File: src/rtl/regfile_pkg.sv
// ============================================================================
// Module      : regfile_pkg
// Description : Shared register-index constants and writeback source encoding.
// Revision    : 1.0 - initial release
// ============================================================================
`default_nettype none

package regfile_pkg;

    localparam int                   REG_IDX_W = 5;
    localparam logic [REG_IDX_W-1:0] REG_ZERO  = 5'd0;

    typedef enum logic {
        WB_ALU = 1'b0,
        WB_MEM = 1'b1
    } wb_src_t;

endpackage

`default_nettype wire

File: src/rtl/wb_arb2.sv
// ============================================================================
// Module      : wb_arb2
// Description : Two-way writeback arbiter (ALU vs memory) with one-hot grants.
//               Fixed priority with starvation override by default; round-robin
//               when REGFILE_ARB_RR_EN is defined.
// Revision    : 1.0 - initial release
// ============================================================================
`default_nettype none

module wb_arb2
    import regfile_pkg::*;
#(
    parameter int STARVE_LIMIT = 4
) (
    input  logic clk,
    input  logic rst_n,
    input  logic i_req_alu,
    input  logic i_req_mem,
    output logic o_gnt_alu,
    output logic o_gnt_mem
);

    logic w_alu_wins;

`ifdef REGFILE_ARB_RR_EN
    wb_src_t r_pref;

    always_comb begin
        w_alu_wins = i_req_alu && (!i_req_mem || (r_pref == WB_ALU));
        o_gnt_alu  = rst_n && w_alu_wins;
        o_gnt_mem  = rst_n && i_req_mem && !w_alu_wins;
    end

    // Every grant hands preference to the requester that did not win.
    always_ff @(posedge clk or negedge rst_n) begin
        if (!rst_n) begin
            r_pref <= WB_ALU;
        end else if (o_gnt_alu) begin
            r_pref <= WB_MEM;
        end else if (o_gnt_mem) begin
            r_pref <= WB_ALU;
        end
    end
`else
    logic [3:0] r_starve;

    always_comb begin
        w_alu_wins = i_req_alu && (!i_req_mem || (r_starve == 4'(STARVE_LIMIT)));
        o_gnt_alu  = rst_n && w_alu_wins;
        o_gnt_mem  = rst_n && i_req_mem && !w_alu_wins;
    end

    // Saturation is implicit: at the limit the ALU wins and the count clears.
    always_ff @(posedge clk or negedge rst_n) begin
        if (!rst_n) begin
            r_starve <= 4'd0;
        end else if (!i_req_alu || o_gnt_alu) begin
            r_starve <= 4'd0;
        end else if (o_gnt_mem) begin
            r_starve <= r_starve + 4'd1;
        end
    end
`endif

endmodule

`default_nettype wire

File: src/rtl/regfile_write_arbiter.sv
// ============================================================================
// Module      : regfile_write_arbiter
// Description : Shares the register-file write port between ALU and memory
//               writeback; registers the winner and drives the write one cycle
//               later. Optional macro: REGFILE_ARB_RR_EN (round-robin).
// Revision    : 1.0 - initial release
// ============================================================================
`default_nettype none

module regfile_write_arbiter
    import regfile_pkg::*;
#(
    parameter int STARVE_LIMIT = 4,
    parameter int DATA_W       = 32
) (
    input  logic                 clk,
    input  logic                 rst_n,
    input  logic                 i_alu_valid,
    output logic                 o_alu_ready,
    input  logic [REG_IDX_W-1:0] i_alu_rd,
    input  logic [DATA_W-1:0]    i_alu_data,
    input  logic                 i_mem_valid,
    output logic                 o_mem_ready,
    input  logic [REG_IDX_W-1:0] i_mem_rd,
    input  logic [DATA_W-1:0]    i_mem_data,
    output logic                 o_reg_write,
    output logic [REG_IDX_W-1:0] o_rd,
    output logic [DATA_W-1:0]    o_write_rd,
    output logic                 o_grant_src
);

    logic                 w_gnt_alu;
    logic                 w_gnt_mem;
    logic                 w_xfer;
    logic [REG_IDX_W-1:0] w_rd;
    logic [DATA_W-1:0]    w_data;

    logic                 r_reg_write;
    logic [REG_IDX_W-1:0] r_rd;
    logic [DATA_W-1:0]    r_data;
    wb_src_t              r_src;

    wb_arb2 #(
        .STARVE_LIMIT (STARVE_LIMIT)
    ) u_arb (
        .clk       (clk),
        .rst_n     (rst_n),
        .i_req_alu (i_alu_valid),
        .i_req_mem (i_mem_valid),
        .o_gnt_alu (w_gnt_alu),
        .o_gnt_mem (w_gnt_mem)
    );

    // The output stage drains every cycle, so a grant is always an acceptance.
    always_comb begin
        o_alu_ready = w_gnt_alu;
        o_mem_ready = w_gnt_mem;
        w_xfer      = w_gnt_alu || w_gnt_mem;
        w_rd        = w_gnt_mem ? i_mem_rd   : i_alu_rd;
        w_data      = w_gnt_mem ? i_mem_data : i_alu_data;
    end

    always_ff @(posedge clk or negedge rst_n) begin
        if (!rst_n) begin
            r_reg_write <= 1'b0;
            r_rd        <= REG_ZERO;
            r_data      <= '0;
            r_src       <= WB_ALU;
        end else begin
            r_reg_write <= w_xfer && (w_rd != REG_ZERO);
            if (w_xfer) begin
                r_rd   <= w_rd;
                r_data <= w_data;
                r_src  <= w_gnt_mem ? WB_MEM : WB_ALU;
            end
        end
    end

    assign o_reg_write = r_reg_write;
    assign o_rd        = r_rd;
    assign o_write_rd  = r_data;
    assign o_grant_src = r_src;

endmodule

`default_nettype wire

File: config.mk
export PLATFORM = sky130hd
export DESIGN_NAME = regfile_write_arbiter
export DESIGN_NICKNAME = d
export VERILOG_FILES = /design/src/rtl/regfile_pkg.sv /design/src/rtl/wb_arb2.sv /design/src/rtl/regfile_write_arbiter.sv
export SDC_FILE = /design/constraint.sdc
export NUM_CORES = 1
export LEC_CHECK = 0
export CORE_AREA = 2 2 74 76
export DETAILED_ROUTE_END_ITERATION = 10
export DIE_AREA = 0 0 76 78
export PLACE_DENSITY = 0.88
export SYNTH_ARGS = -nofsm -noshare
export SYNTH_HDL_FRONTEND = slang
export SYNTH_SLANG_ARGS = --single-unit
File: constraint.sdc
create_clock -name clk -period 4.5 [get_ports clk]
set_input_delay 0.675 -clock clk [delete_from_list [all_inputs] [get_ports clk]]
set_output_delay 0.675 -clock clk [all_outputs]
set_load 0.05 [all_outputs]
==> results.toml <==
[outcome]
status = "finished clean"

[cts]
insertion_delay_ps = 280
clockBufferDepth = 2
path_clk_slew_ps = 80
ctsResizeCount = 0
clock_sinks = 43
cts_buffers = 5
h-tree-depth = 2
cts_tree = "done"
post_cts_buffers = 0
ctsHoldBuffers = 0
ctsRootBufferMaster = "clkbuf_8"

[layout]
final_area_sq_um = 3300
nets = 368
synthToLayoutAreaGrowth_pct = 63.1
layout-drive-gt1-share_pct = 4.84
fill_cells = 417
num_antenna_cells = 0
stdcell_count = 359

[pwr]
switching_share_pct = 35.4
clock_power_share_pct = 20.5
p_leak_nw = 1.57
seqPwrFrac_pct = 40.4
switchingPower_mw = 0.401
vdd_drop_max_mv = 0.190
power_frac_comb_pct = 39.1
cellPowerDensity_nw_per_um2 = 344
internal-power_mw = 0.732

[global_route]
grt_pass1_vias = 1906
grt_antenna_before_repair = 0
grt_usage_pct = 19.9
overflow = 0
grt_max_degree = 43
grt_pass1_wl_um = 9410

[floorplanning]
initial_core_util_pct = 40.1
die_y_um = 78
io_pins = 119
die_area_sq_um = 5930
dieWidth_um = 76
core-area_sq_um = 5040
rows = 26

[placement]
dpl_cell_area_sq_um = 3220
dp.cells = 351
post-place-ws_ps = 1270
post-dp-hpwl_um = 4230
io_buffers = 118
gp_congestion = 0.843

[detailed_routing]
vias = 1840
ant_nets = 0
via_per_inst = 5.13
drtPass1Iterations = 4
drc = 0
wirelength_um = 5750
drt_iter0_markers = 119
wl_per_cell_um = 16.0

[timing]
post-route-period-util_pct = 71.1
setup_ws_ps = 1300
max_slew.worst_pin.slew_ps = 765
hold_viol = 0
fin_worst_skew_ps = 4.17
maxSlewHeadroom_pct = 49.0
setup-violations-final = 0
fmaxAchievable_mhz = 313
hold_slack_ps = 395
period_minus_slack_ps = 3200
final_max_slew_viol_count = 0
fin_setup_tns_ps = 0
rsz0062_at_grt = "false"

[setup_path]
required_ps = 3830
crit_fanout = 29
critPathArrivalTime_ps = 2520
startpoint_type = "input pin"
criticalPathCategory = "in -> out"
reg2regPathDepth = 7
cp-end-kind = "output pin"

[logic_synthesis]
synth_compound_area_share_pct = 32.4
netlist_instances = 172
synth_fp_nets = 252
synth_mux_area_share_pct = 0.495
synth_area_per_cell_sq_um = 11.8
ys_types = 29
netlist_area_sq_um = 2020
synth_top_family_by_area = "compound AO/OA/AOI/OAI gates"
ys_seq_area_share_pct = 53.2
yosysWarnings = 0
synth-simple-area-share_pct = 6.31
synthAdderAreaFrac_pct = 1.24
synth_xor_area_share_pct = 0.866
synth-seq-cells = 43

[worst_hold_path]
min_path_type = "in -> async"

[run]
cap_violations = 0
-- area by class of cell --
type,count,area (sq um),share of cell area [%]
sequential,43,1080,32.6
multi-input combinational,114,840,25.5
inverter,2,7.51,0.228
tap,70,87.6,2.66
timing repair buffer,122,1210,36.6
clock buffer,7,76.3,2.31
clock inverter,1,5.00,0.152
-- through the flow --
step / utilization (%) / power [mW]
after floorplan: - / 0.720
after global placement: 63.8 / 0.903
after detailed placement: 63.8 / 0.910
after CTS: 65.4 / 1.14
after global routing: 65.4 / 1.19
final: 65.4 / 1.13
-- synthesized netlist by cell type --
library cell	number	share of area, %
buf_8	3	2.2
nor2_1	9	1.7
a21bo_1	1	0.50
a22o_1	32	14
nand2b_1	1	0.31
xnor2_1	2	0.87
buf_6	1	0.56
dfrtp_1	43	53
and4b_1	1	0.50
nand2_1	1	0.19
nor3b_1	1	0.37
nor2_8	1	0.99
nor2b_1	2	0.62
buf_2	7	1.7
mux2i_1	1	0.50
a21bo_2	1	0.50
a21o_1	33	12
clkbuf_1	1	0.19
ha_1	2	1.2
o21ai_0	7	1.7
o21a_1	1	0.37
and3_1	1	0.31
inv_1	2	0.37
nor3_1	2	0.50
o311a_1	1	0.50
nand3_1	2	0.50
or4_1	1	0.37
buf_4	1	0.37
a21oi_1	11	2.7
-- critical path: stages --
cell             delay [ps]
buf_2                   480
nand2_1                 380
nor2_8                  180
clkdlybuf4s50_1         800
-- layout by cell type (no fill, tap or decap), types with 4 or more instances in the layout --
cell type,synthesis,layout
o21ai_0,7,6
clkdlybuf4s50_1,0,117
a21o_1,33,33
nor2_1,9,9
a22o_1,32,32
clkbuf_8,0,5
buf_4,1,4
a21oi_1,11,11
dfrtp_1,43,43
-- layer usage --
metal  routed length (um)  global-route usage, %
met4                   51                   4.91
met1                 2330                   24.4
met2                 3070                   36.0
met3                  301                   4.07
met5                    0                      0
-- state kept, by name, indices dropped and copies added, names as in the netlist --
register        cells
o_write_rd         32
o_rd                5
u_arb.r_starve      4
o_grant_src         1
o_reg_write         1
-- power by group through the flow --
stage	sequential, mW	clock, mW	combinational [mW]
after floorplan	0.623	0	0.0970
after global placement	0.463	0	0.440
after detailed placement	0.465	0	0.445
after CTS	0.458	0.238	0.447
after global routing	0.464	0.257	0.466
final	0.458	0.232	0.443
-- logic make-up (layout without fill, tap and decap cells) --
| kind of cell | after synthesis | after routing |
|---|---|---|
| mux | 1 | 1 |
| fa+ha+maj | 2 | 2 |
| buf+inv | 15 | 132 |
| simple gates | 22 | 22 |
| xor+xnor | 2 | 2 |
| flops | 43 | 43 |
| compound gates | 87 | 87 |
-- path summary, 6_finish.rpt --
| check | slack (ps) | to | from |
|---|---|---|---|
| setup / recovery | 1300 | o_mem_ready | rst_n |
| hold / removal | 390 | o_write_rd[17]$_DFFE_PN0P_ | rst_n |
| setup reg to reg | 2530 | o_write_rd[28]$_DFFE_PN0P_ | u_arb.r_starve[0]$_DFFE_PN0P_ |
| hold reg to reg | 500 | o_grant_src$_DFFE_PN0P_ | o_grant_src$_DFFE_PN0P_ |
| max in group asynchronous | 3400 | o_write_rd[28]$_DFFE_PN0P_ | rst_n |
| min in group clk | 500 | o_grant_src$_DFFE_PN0P_ | o_grant_src$_DFFE_PN0P_ |
Note: power is estimated with default switching activity, not from simulation.
==> RTL edit 1, RTL diff (same settings) <==
Change the package constant `REG_ZERO` from 5'd0 to 5'd1.
--- a/src/rtl/regfile_pkg.sv
+++ b/src/rtl/regfile_pkg.sv
@@ -8,7 +8,7 @@
 package regfile_pkg;
 
     localparam int                   REG_IDX_W = 5;
-    localparam logic [REG_IDX_W-1:0] REG_ZERO  = 5'd0;
+    localparam logic [REG_IDX_W-1:0] REG_ZERO  = 5'd1;
 
     typedef enum logic {
         WB_ALU = 1'b0,
Check against the original RTL: not equivalent (Yosys sat finds a counterexample within 4 cycles, from zero or initial values and one cycle with rst_n low).
==> RTL edit 1 against the unedited design <==
Setup slack gained 0.013 ns; design area grew 0.15%; synthesized area is essentially flat; sequential share of layout area is essentially flat; total power grew 0.20%; maximum frequency grew 0.42%; sequential cell count is the same; wire length shrank 1.5%; via count grew 1.3%; clock skew grew 0.0046 ns; register-to-register slack is essentially flat; critical path type unchanged; largest cell class unchanged.
==> RTL edit 1: results (changes against the unedited design) <==
Clock network
  – CTS resizes: 0 (unchanged)
  – Clock buffer depth: 2 (unchanged)
  – Reg clk slew, reported paths: 0.08 ns (about the same)

Place
  – Dpl ws: 1.331 ns (+0.06479 ns)
  – Post-DP HPWL: 4109 um (-2.9%)
  – Placed Area: 3218 um2 (about the same)
  – Placed Cells incl. Taps: 350 (-0.28%)
  – GPL Wtd Cong: 0.8627 (+2.3%)

STA
  – Max_slew headroom: 0.4400 (-0.04991)
  – Min setup slack post-route: 1.315 ns (+0.01341 ns)
  – Min Hold Slack: 0.2935 ns (-0.1010 ns)
  – Worst clock skew: 0.008743 ns (+0.004573 ns)

Yosys
  – Mean area per synthesized cell: 11.83 um2 (+0.65%)
  – Area share of fa/ha/maj cells after synthesis: 0.01237 (about the same)
  – Seq/Total Area, Yosys: 0.5325 (about the same)
  – Syn Nets: 251 (-0.40%)
  – Top cells by instance count after synthesis: 42 x dfrtp_1, 33 x a21o_1, 32 x a22o_1, 11 x a21oi_1, 8 x nor2_1
  – Post-synth cell types: 31 (+6.9%)
  – Multiplexer share of the synthesized area: 0.004947 (about the same)
  – Synth top area cells: dfrtp_1 52%, a22o_1 14%, a21o_1 12%
  – XOR/XNOR Fraction of Synth Area: 0.008658 (about the same)
  – Compound-Gate Fraction of Synth Area: 0.3241 (about the same)

Setup path
  – CP max stage cell: clkdlybuf4s50_1
  – RR Endpoint: o_write_rd[19]
  – R2R setup slack: 2.54 ns (about the same)
  – Crit path max fanout: 8 (-72%)
  – Reg2reg path depth: 7 (unchanged)
  – Setup crit end: o_mem_ready
  – Critical path arrival: 2.51 ns (about the same)
  – Worst setup path startpoint: i_mem_valid

Route
  – Routed length on met2: 2865 um (-6.6%)
  – Met1 Wirelength: 2390 um (+2.8%)
  – Vias per Instance: 5.204 (+1.5%)
  – Final wirelength: 5664 um (-1.5%)
  – Met3 wire len: 389 um (+29%)
  – Routed len/inst: 15.82 um (-1.2%)
  – 1st-iter DRT viols: 92 (-23%)

GRT
  – Vias in the first global route: 1893 (-0.68%)
  – First-pass GRT wire length: 9080 um (-3.5%)
  – Routing usage on met1: 0.2401 (-0.003788)
  – M2 GR Usage: 0.3304 (-0.02946)
  – Grt met3 use: 0.06047 (+0.01977)
  – Largest net degree at the start of global routing: 43 (unchanged)
  – GRT Overall Usage: 0.1918 (-0.007150)

Finish
  – Fraction of layout cells with a size suffix above 1: 0.05903 (+0.01058)
  – Largest register FFs: 32 (unchanged)
  – Layout fillers: 404 (-3.1%)
  – Nets: 367 (-0.27%)

Min path
  – HP Class: primary input to async pin

Outcome
  – Run status: finished clean

Power and ir drop
  – LEAKAGE: 1.565 nW (-0.20%)
  – VDD IR max: 212.9 uV (+12%)
-- RTL edit 1: cell types whose count changed after synthesis --
cell     delta
dfstp_2     +1
nor3_1      -1
nor2_1      -1
nor4_1      +1
or4b_2      +1
or4_1       -1
dfrtp_1     -1
-- RTL edit 1: cell type report --
class                   instances  area [um2]  share of cell area
clock buffers                   6       72.57             0.02197
clock inverters                 2       12.51            0.003788
inverters                       2       7.507            0.002273
multi-input cells             113       839.6              0.2542
flip-flops and latches         43        1077              0.3261
repair buffers                122        1206              0.3652
well taps                      70       87.58             0.02652
-- RTL edit 1: where the power goes --
group          total (mW)  switching [mW]  internal (mW)
Combinational       0.445           0.254          0.191
Sequential          0.458          0.0254          0.433
Clock               0.232           0.124          0.108
Total                1.14           0.403          0.733
-- RTL edit 1: cell families after synthesis --
family          after synthesis
fa+ha+maj                     2
compound gates               87
buf+inv                      15
mux                           1
flops                        43
xor+xnor                      2
simple gates                 21
==> RTL edit 2, RTL diff (config.mk and constraints unchanged) <==
Made on the original files. The option `REGFILE_ARB_RR_EN` is turned on by a define.
--- a/src/rtl/wb_arb2.sv
+++ b/src/rtl/wb_arb2.sv
@@ -6,6 +6,8 @@
 // Revision    : 1.0 - initial release
 // ============================================================================
 `default_nettype none
+
+`define REGFILE_ARB_RR_EN
 
 module wb_arb2
     import regfile_pkg::*;
Formal check against the unedited RTL: not equivalent (Yosys sat finds a counterexample within 4 cycles, from zero or initial values and one cycle with rst_n low).
==> RTL edit 2 against the unedited design <==
Combinational power grew 12%; via count shrank 1.5%; synthesized area shrank 11%; total power grew 2.5%; sequential cell count shrank 3; setup slack gained 0.035 ns; count of clock-buffer cells in the layout shrank 1; critical path depth is the same; wire length shrank 1.1%; global-route usage shrank 0.15 points; design area shrank 5.8%; non-clock buffer count shrank 1; maximum frequency grew 1.1%; largest cell class unchanged.
==> RTL edit 2: results (changes against the unedited design) <==
Route
  – 1st-iter DRT viols: 77 (-35%)
  – Final wirelength: 5683 um (-1.1%)

Yosys
  – Synth top area cells: dfrtp_1 56%, a221o_1 18%, and3_1 11%
  – Post-synth cell types: 20 (-31%)
  – Top cells by instance count after synthesis: 40 x dfrtp_1, 32 x a221o_1, 32 x and3_1, 9 x buf_2, 8 x nor2_1
  – Syn Nets: 235 (-6.7%)
  – Seq/Total Area, Yosys: 0.5579 (+0.02570)

Finish
  – Fraction of layout cells with a size suffix above 1: 0.05185 (+0.003409)
  – Nets: 348 (-5.4%)
  – # diodes: 0 (unchanged)
  – Layout fillers: 438 (+5.0%)

Setup path
  – Critical path arrival: 2.49 ns (-0.03 ns)
  – Crit path max fanout: 39 (+34%)

Power and ir drop
  – LEAKAGE: 1.345 nW (-14%)
  – Pint: 722.9 uW (-1.3%)

GRT
  – GRT Overall Usage: 0.1975 (-0.001454)
  – First-pass GRT wire length: 9404 um (about the same)
  – Largest net degree at the start of global routing: 40 (-7.0%)
  – Vias in the first global route: 1937 (+1.6%)

Clock network
  – Clock buffer depth: 2 (unchanged)
  – Clock Root Buffer: clkbuf_8

STA
  – Worst clock skew: 0.004267 ns (+0.00009801 ns)
  – Worst-margin pin slew: 0.9648 ns (+0.1997 ns)

Place
  – Post-DP HPWL: 4279 um (+1.1%)
  – GPL Wtd Cong: 0.8148 (-3.4%)

Outcome
  – Run status: finished clean
[RTL edit 2: changes by cell type in the layout (fill, tap and decap cells not counted), moves of 5 or more]
cell and delta:
a21o_1 -32, a31oi_1 +5, and3_1 +31, a22o_1 -31, a221o_1 +32, a21oi_1 -9
[RTL edit 2: critical path: stages]
cell and delay, ns:
clkdlybuf4s50_1 0.47, and2_4 0.31, a21oi_4 0.80, buf_12 0.23
[RTL edit 2: layer usage]
| layer | up-vias | wire length (um) | GRT usage | part of all wire |
|---|---|---|---|---|
| li1 | 841 | - | - | - |
| met1 | 889 | 2172 | 0.2223 | 0.38 |
| met2 | 70 | 3086 | 0.3714 | 0.54 |
| met3 | 13 | 306 | 0.03953 | 0.054 |
| met4 | 0 | 117 | 0.06909 | 0.021 |
| met5 | - | 0 | 0 | 0 |
[RTL edit 2: worst paths after layout]
path	start	endpoint	slack, ns	cells after the start
worst max-delay path	i_mem_valid	o_alu_ready	1.34	4
worst min-delay path	rst_n	o_rd[2]	0.26	1
worst max register to register	u_arb.r_pref	o_write_rd[31]	2.73	3
worst min register to register	u_arb.r_pref	u_arb.r_pref	0.51	1
max in group asynchronous	rst_n	o_write_rd[14]	3.54	2
min in group clk	u_arb.r_pref	u_arb.r_pref	0.51	1
[RTL edit 2: power groups by stage]
stage	Sequential, mW	Clock [mW]	Combinational (mW)
2_1_floorplan	0.638	0	0.0981
3_3_place_gp	0.451	0	0.492
3_5_place_dp	0.454	0	0.500
4_1_cts	0.448	0.223	0.501
5_1_grt	0.455	0.236	0.520
6_report	0.448	0.217	0.497
[RTL edit 2: kinds of logic after synthesis]
| kind of cell | count (synthesis) | synth area share |
|---|---|---|
| AND/OR/NAND/NOR | 53 | 0.1660 |
| AO/OA/AOI/OAI | 49 | 0.2385 |
| flip-flops | 40 | 0.5579 |
| buffers and inverters | 15 | 0.03765 |
[RTL edit 2: layout make-up]
type / instances / area [um2] / share of cell area
repair buffers: 121 / 1209 / 0.3889
flip-flops and latches: 40 / 1001 / 0.3221
multi-input cells: 102 / 733.2 / 0.2359
well taps: 70 / 87.58 / 0.02818
clock buffers: 6 / 72.57 / 0.02335
clock inverters: 1 / 5.005 / 0.001610
[RTL edit 2: through the flow]
stage	cells	area [um2]	hold slack (ns)	power [mW]	setup slack [ns]
2_1_floorplan	157	1794	0.3794	0.7362	2.287
3_3_place_gp	333	3030	0.4691	0.9423	1.362
3_5_place_dp	333	3030	0.4961	0.9540	1.324
4_1_cts	340	3108	0.2618	1.171	1.325
5_1_grt	340	3108	0.2606	1.212	1.219
6_report	340	3108	0.2643	1.162	1.336
